[src/rtl/sprite_pos_regs_if.sv]
// Wishbone classic-cycle bundle between the sprite master and the sprite position register file.
// Carries the decoder chip select, the request struct and the response struct.
interface sprite_pos_regs_if;

  typedef struct packed {
    logic        cyc;
    logic        stb;
    logic        we;
    logic [3:0]  sel;
    logic [31:0] adr;
    logic [31:0] dat;
  } wb_write_request32_t;

  typedef struct packed {
    logic        ack;
    logic [31:0] dat;
  } wb_read_response32_t;

  logic                cs;
  wb_write_request32_t wb_req;
  wb_read_response32_t wb_resp;

  modport master (
    output cs,
    output wb_req,
    input  wb_resp
  );

  modport slave (
    input  cs,
    input  wb_req,
    output wb_resp
  );

endinterface

[src/rtl/sprite_pos_regs.sv]
// Double-banked sprite position/size/enable registers: CPU writes staging, vsync copies to active.
// Optional macro SPRITE_POS_REGS_READBACK_EN builds the Wishbone read mux over the staging bank.
module sprite_pos_regs #(
  parameter int unsigned NSPR     = 32,
  parameter logic [7:0]  DEF_SIZE = 8'd16
) (
  input  logic                clk,
  input  logic                rst_n,
  sprite_pos_regs_if.slave    wb,
  input  logic                vsync_i,
  input  logic [4:0]          spr_idx_i,
  output logic [11:0]         spr_hpos_o,
  output logic [11:0]         spr_vpos_o,
  output logic [7:0]          spr_w_o,
  output logic [7:0]          spr_h_o,
  output logic                spr_en_o,
  output logic                frame_upd_o
);

  localparam int unsigned IW = (NSPR > 1) ? $clog2(NSPR) : 1;

  logic [11:0] stg_hpos_q [NSPR];
  logic [11:0] stg_vpos_q [NSPR];
  logic [7:0]  stg_w_q    [NSPR];
  logic [7:0]  stg_h_q    [NSPR];
  logic        stg_en_q   [NSPR];

  logic [11:0] act_hpos_q [NSPR];
  logic [11:0] act_vpos_q [NSPR];
  logic [7:0]  act_w_q    [NSPR];
  logic [7:0]  act_h_q    [NSPR];
  logic        act_en_q   [NSPR];

  logic          ack_q;
  logic          vsync_q;
  logic          copy;
  logic          req;
  logic          req_valid;
  logic          wr_en;
  logic [4:0]    adr_spr;
  logic [1:0]    adr_reg;
  logic          adr_ok;
  logic [IW-1:0] wr_idx;
  logic [IW-1:0] lk_idx;
  logic [31:0]   wdat;
  logic [3:0]    sel;

  assign adr_spr   = wb.wb_req.adr[8:4];
  assign adr_reg   = wb.wb_req.adr[3:2];
  assign adr_ok    = (wb.wb_req.adr[31:9] == '0) && (32'(adr_spr) < NSPR);
  assign wr_idx    = adr_spr[IW-1:0];
  assign lk_idx    = spr_idx_i[IW-1:0];
  assign wdat      = wb.wb_req.dat;
  assign sel       = wb.wb_req.sel;

  assign req       = wb.cs & wb.wb_req.cyc & wb.wb_req.stb;
  // A request is taken only while ack is low, so a held strobe commits exactly once.
  assign req_valid = req & ~ack_q;
  assign wr_en     = req_valid & wb.wb_req.we & adr_ok;
  assign copy      = vsync_i & ~vsync_q;

  always_ff @(posedge clk or negedge rst_n) begin
    if (!rst_n) begin
      ack_q       <= 1'b0;
      vsync_q     <= 1'b1;
      frame_upd_o <= 1'b0;
    end else begin
      ack_q       <= req;
      vsync_q     <= vsync_i;
      frame_upd_o <= copy;
    end
  end

  always_ff @(posedge clk or negedge rst_n) begin
    if (!rst_n) begin
      for (int i = 0; i < NSPR; i++) begin
        stg_hpos_q[i] <= '0;
        stg_vpos_q[i] <= '0;
        stg_w_q[i]    <= DEF_SIZE;
        stg_h_q[i]    <= DEF_SIZE;
        stg_en_q[i]   <= 1'b0;
      end
    end else if (wr_en) begin
      case (adr_reg)
        2'd0: begin
          if (sel[0]) stg_hpos_q[wr_idx][7:0]  <= wdat[7:0];
          if (sel[1]) stg_hpos_q[wr_idx][11:8] <= wdat[11:8];
          if (sel[2]) stg_vpos_q[wr_idx][7:0]  <= wdat[23:16];
          if (sel[3]) stg_vpos_q[wr_idx][11:8] <= wdat[27:24];
        end
        2'd1: begin
          if (sel[0]) stg_w_q[wr_idx] <= wdat[7:0];
          if (sel[1]) stg_h_q[wr_idx] <= wdat[15:8];
        end
        2'd2: begin
          if (sel[0]) stg_en_q[wr_idx] <= wdat[0];
        end
        default: ;
      endcase
    end
  end

  // Nonblocking copy picks up pre-write staging when a write commits on the copy edge.
  always_ff @(posedge clk or negedge rst_n) begin
    if (!rst_n) begin
      for (int i = 0; i < NSPR; i++) begin
        act_hpos_q[i] <= '0;
        act_vpos_q[i] <= '0;
        act_w_q[i]    <= DEF_SIZE;
        act_h_q[i]    <= DEF_SIZE;
        act_en_q[i]   <= 1'b0;
      end
    end else if (copy) begin
      for (int i = 0; i < NSPR; i++) begin
        act_hpos_q[i] <= stg_hpos_q[i];
        act_vpos_q[i] <= stg_vpos_q[i];
        act_w_q[i]    <= stg_w_q[i];
        act_h_q[i]    <= stg_h_q[i];
        act_en_q[i]   <= stg_en_q[i];
      end
    end
  end

  // On the copy edge the lookup forwards staging so post-copy data appears alongside frame_upd_o.
  always_ff @(posedge clk or negedge rst_n) begin
    if (!rst_n) begin
      spr_hpos_o <= '0;
      spr_vpos_o <= '0;
      spr_w_o    <= '0;
      spr_h_o    <= '0;
      spr_en_o   <= 1'b0;
    end else if (copy) begin
      spr_hpos_o <= stg_hpos_q[lk_idx];
      spr_vpos_o <= stg_vpos_q[lk_idx];
      spr_w_o    <= stg_w_q[lk_idx];
      spr_h_o    <= stg_h_q[lk_idx];
      spr_en_o   <= stg_en_q[lk_idx];
    end else begin
      spr_hpos_o <= act_hpos_q[lk_idx];
      spr_vpos_o <= act_vpos_q[lk_idx];
      spr_w_o    <= act_w_q[lk_idx];
      spr_h_o    <= act_h_q[lk_idx];
      spr_en_o   <= act_en_q[lk_idx];
    end
  end

`ifdef SPRITE_POS_REGS_READBACK_EN
  logic [31:0] rd_mux;
  logic [31:0] rdat_q;

  always_comb begin
    rd_mux = '0;
    if (adr_ok) begin
      case (adr_reg)
        2'd0:    rd_mux = {4'h0, stg_vpos_q[wr_idx], 4'h0, stg_hpos_q[wr_idx]};
        2'd1:    rd_mux = {16'h0, stg_h_q[wr_idx], stg_w_q[wr_idx]};
        2'd2:    rd_mux = {31'h0, stg_en_q[wr_idx]};
        default: rd_mux = '0;
      endcase
    end
  end

  always_ff @(posedge clk or negedge rst_n) begin
    if (!rst_n) begin
      rdat_q <= '0;
    end else if (req_valid) begin
      rdat_q <= wb.wb_req.we ? 32'h0 : rd_mux;
    end else if (!req) begin
      rdat_q <= '0;
    end
  end

  assign wb.wb_resp = {ack_q, rdat_q};
`else
  assign wb.wb_resp = {ack_q, 32'h0};
`endif

endmodule

[src/flat_wrapper.sv]
// flat-port wrapper written by rule: the top's interface ports become plain ports
module sprite_pos_regs_flat 
#(
  parameter int unsigned NSPR     = 32,
  parameter logic [7:0]  DEF_SIZE = 8'd16
)
  (clk, rst_n, vsync_i, spr_idx_i, spr_hpos_o, spr_vpos_o, spr_w_o, spr_h_o, spr_en_o, frame_upd_o, wb_cs, wb_wb_req, wb_wb_resp);
  sprite_pos_regs_if wb_i ();
  input  logic clk;
  input  logic rst_n;
  input  logic vsync_i;
  input  logic [4:0] spr_idx_i;
  output logic [11:0] spr_hpos_o;
  output logic [11:0] spr_vpos_o;
  output logic [7:0] spr_w_o;
  output logic [7:0] spr_h_o;
  output logic spr_en_o;
  output logic frame_upd_o;
  input wire logic [$bits(wb_i.cs)-1:0] wb_cs;
  input wire logic [$bits(wb_i.wb_req)-1:0] wb_wb_req;
  output wire logic [$bits(wb_i.wb_resp)-1:0] wb_wb_resp;
  assign wb_i.cs = wb_cs;
  assign wb_i.wb_req = wb_wb_req;
  assign wb_wb_resp = wb_i.wb_resp;
  sprite_pos_regs #(.NSPR(NSPR), .DEF_SIZE(DEF_SIZE)) u_core (.clk(clk), .rst_n(rst_n), .wb(wb_i), .vsync_i(vsync_i), .spr_idx_i(spr_idx_i), .spr_hpos_o(spr_hpos_o), .spr_vpos_o(spr_vpos_o), .spr_w_o(spr_w_o), .spr_h_o(spr_h_o), .spr_en_o(spr_en_o), .frame_upd_o(frame_upd_o));
endmodule
[config.mk]
export PLATFORM = sky130hd
export DESIGN_NAME = sprite_pos_regs_flat
export DESIGN_NICKNAME = d
export VERILOG_FILES = /design/src/rtl/sprite_pos_regs_if.sv /design/src/rtl/sprite_pos_regs.sv /design/src/flat_wrapper.sv
export SDC_FILE = /design/constraint.sdc
export NUM_CORES = 2
export LEC_CHECK = 0
export CAP_MARGIN = 20
export CORE_MARGIN = 2
export CORE_UTILIZATION = 60
export DETAILED_ROUTE_END_ITERATION = 10
export GPL_ROUTABILITY_DRIVEN = 0
export PLACE_DENSITY_LB_ADDON = 0.3
export SLEW_MARGIN = 20
export SYNTH_ARGS = -nofsm -noshare
export SYNTH_HDL_FRONTEND = slang
export SYNTH_SLANG_ARGS = --single-unit
[constraint.sdc]
create_clock -name clk -period 7.8 [get_ports clk]
set_input_delay 1.56 -clock clk [delete_from_list [all_inputs] [get_ports clk]]
set_output_delay 1.56 -clock clk [all_outputs]
set_load 0.03 [all_outputs]
==> flow_metrics.tcl <==
set metrics [dict create \
    fmax_ghz 0.2063 \
    synth_mux_area_share_pct 24.92 \
    setup_viol 0 \
    tns_ps 0 \
    nets 10460 \
    hold_violations 0 \
    drv_slew 0 \
    critical-path-top-delay-family "simple AND/OR/NAND/NOR gates" \
    cp_slowest_cell "nor2_4" \
    clockBufferDepth 4 \
    required_ps 8590 \
    initialDrtViolationCount 9047 \
    post_dp_cell_area_um2 123900 \
    design.portCount 155 \
    cp-start-kind "primary input" \
    drt_wl_total_mm 335.0 \
    min_period_ps 4846 \
    power_leakage_nw 68.66 \
    finClkSkew_ps 46.78 \
    ctsResizeCount 0 \
    syn_area_per_cell_um2 11.46 \
    ant_nets 0 \
    holdPathStages 2 \
    gr-total-overflow 0 \
    place_hpwl_mm 203.3 \
    cts_hold_buf 0 \
    yosysSeqAreaShare_pct 55.56 \
    r2r_cells 7 \
    path_class "primary input to flip-flop" \
    synthCells 10510 \
    grt_pass1_vias 85270 \
    pwr_density_cell_nw_per_um2 218.7 \
    holdWs_ps 456.1 \
    clkTransAtPathRegs_ps 60 \
    maxSlewHeadroom_pct 18.76 \
    dr.pass1.iters 7 \
    drive_gt1_share_pct 24.82 \
    status "finished, final reports clean" \
    yosys_register_bits 2668 \
    groute.usage.overall_pct 33.09 \
    synth-adder-area-share_pct 0 \
    grt_pass1_wl_mm 513.6 \
    ir_worst_vdd_mv 0.2756 \
    dr_total_vias 83030 \
    synth-xor-area-share_pct 0 \
    clock_sinks 2668 \
    cpPeakStageDelay_ps 1120 \
    critPathArrivalTime_ps 5640 \
    route.detailed.drc 0 \
    p_total_w 0.02916 \
    r2r_end "u_core.spr_vpos_o[1]$_DFF_PN0_" \
    synth_edf_count 0 \
    path_buf_inv 1 \
    async_flop_share_pct 100.0 \
    cts_root_buf "clkbuf_16" \
    die_x_um 452.0 \
    die_y_um 452.0 \
    hp-start "u_core.stg_h_q[236]$_DFFE_PN1P_" \
    netlist_top_cells_area "dfrtp_1 53%, nand2_1 13%, mux2_2 12%" \
    cts_made_buffers 290 \
    antenna_found_initial 17 \
    grt_max_degree 229 \
    tightestPinTransition_ps 1215 \
    synth.distinct_cells 51 \
    synth_area_leader_cell "dfrtp_1" \
    crit_path_end_kind "flip-flop" \
    r2r_start "u_core.vsync_q$_DFF_PN1_" \
    yosysWarnings 0 \
    area_delta_synth_final_pct 10.69 \
    num_rows 164 \
    insertion_delay_ps 950 \
    synth_compound_area_share_pct 2.499 \
    cts_tree "built" \
    synth.top_cell.area_share_pct 52.75 \
    via_per_inst 6.269 \
    critPathMaxFanout 8 \
    syn_area_um2 120400 \
    die-area_um2 204300 \
    synth_top_family_by_area "multiplexers" \
    htreeDepth 5 \
    hold_end "u_core.act_h_q[236]$_DFFE_PN1P_" \
    yosys.area_share.simple_pct 14.48 \
    core_um2 199700 \
    synth-main-ff-cell "dfrtp_1" \
    post_cts_buffers 0 \
    start_util_pct 60.33 \
    rsz0062_at_grt "no" \
    port_buffers 116 \
    hp-class "flip-flop to flip-flop" \
    post-route-cell-area_um2 133300 \
    wl_per_cell_um 25.29 \
    fin_util_pct 66.78 \
    nFillCells 13980 \
    layout_worst_path_cycle_share_pct 62.13 \
    r2r_setup_slack_ps 3550 \
    path_cells "clkdlybuf4s50_1, nand3b_1, nor2_4, nand2_1, mux2_2" \
    drv_cap 0 \
]
[power by group]
group | internal [W] | switching [W]
logic | 0.000401 | 0.00130
registers | 0.0139 | 0.0000265
clock network | 0.00806 | 0.00550
[how the worst max path moves through the flow]
stage               slack (ps)     startpoint                            endpoint  depth (start not counted)
finish                    2950  wb_wb_req[38]  u_core.stg_hpos_q[216]$_DFFE_PN0P_                          5
global route              2960        vsync_i       u_core.act_w_q[3]$_DFFE_PN0P_                          7
CTS                       3260  wb_wb_req[42]     u_core.stg_h_q[185]$_DFFE_PN0P_                          7
detailed placement        2300        vsync_i      u_core.spr_vpos_o[1]$_DFF_PN0_                          8
global placement          2390        vsync_i      u_core.spr_vpos_o[1]$_DFF_PN0_                          8
floorplan                 4090  wb_wb_req[50]       u_core.stg_h_q[0]$_DFFE_PN0P_                          7
[routing by layer]
metal  vias up  wire, um  global-route usage (%)  share of wire [%]
li1      35480         -                       -                  -
met2      3589    156600                   51.63                 47
met4        20     16910                   15.30                5.0
met5         -       131                  0.2799              0.039
met1     43060    131200                   44.22                 39
met3       876     30110                   8.022                9.0
[layout make-up]
class / instances / area (um2) / share of cell area, %
clock inverters: 57 / 635.6 / 0.4767
well taps: 2656 / 3323 / 2.492
flip-flops and latches: 2668 / 66930 / 50.20
repair buffers: 294 / 2945 / 2.209
multi-input cells: 7119 / 50790 / 38.09
diodes: 11 / 27.53 / 0.02065
clock buffers: 435 / 8653 / 6.490
inverters: 5 / 26.28 / 0.01971
[state kept, by name, summed over array words and instances (netlist names), 8 cells and up]
register           cells
u_core.spr_h_o         8
u_core.spr_vpos_o     12
u_core.act_en_q       32
u_core.stg_w_q       256
u_core.spr_hpos_o     12
u_core.stg_hpos_q    384
u_core.stg_vpos_q    384
u_core.act_h_q       256
u_core.stg_h_q       256
u_core.act_vpos_q    384
u_core.spr_w_o         8
u_core.stg_en_q       32
u_core.act_w_q       256
u_core.act_hpos_q    384
[cells by family after synthesis]
| logic type | Yosys count |
|---|---|
| multiplexers | 2217 |
| AND/OR/NAND/NOR | 4445 |
| other | 1 |
| buffers and inverters | 754 |
| AO/OA/AOI/OAI | 425 |
| flip-flops | 2668 |
[worst min-delay path, stage by stage (launching register included)]
cell and delay, ps:
dfstp_2 370, nand2_1 50, nand2_1 40
[cells in the final DEF (no fill, tap or decap), types with 13 or more instances in the layout]
cell type | netlist | routed
nand2_1 | 4174 | 4169
dfrtp_1 | 2539 | 2539
mux2_2 | 1308 | 1308
mux4_2 | 494 | 494
mux2i_1 | 411 | 411
clkbuf_16 | 0 | 299
a22oi_1 | 153 | 153
buf_4 | 35 | 141
dfstp_2 | 129 | 129
o22ai_1 | 96 | 96
clkdlybuf4s50_1 | 0 | 95
nor2_1 | 80 | 72
clkbuf_1 | 584 | 70
clkbuf_8 | 0 | 66
nand4_1 | 42 | 42
a211oi_1 | 38 | 38
clkinv_2 | 0 | 36
nor3_1 | 35 | 35
conb_1 | 1 | 32
buf_12 | 0 | 32
a21oi_1 | 31 | 31
nor3_4 | 30 | 31
o21ai_0 | 30 | 30
o22a_1 | 29 | 29
o221ai_1 | 27 | 27
nand3_1 | 19 | 19
buf_2 | 58 | 15
bufinv_16 | 0 | 13
[cell usage after synthesis, drive strengths merged (67+ instances only)]
cell / count
mux2i: 411
mux4: 494
dfrtp: 2539
mux2: 1312
buf: 165
nor2: 80
dfstp: 129
clkbuf: 584
nor3: 67
a22oi: 153
nand2: 4174
o22ai: 96
[through the flow]
step	worst slack (ps)	cells
2_1_floorplan	4087	10540
3_5_place_dp	2305	12740
3_3_place_gp	2386	12740
5_1_grt	2961	13240
6_report	2954	13250
4_1_cts	3264	13230
No activity file was read; power rests on OpenSTA's default activity.
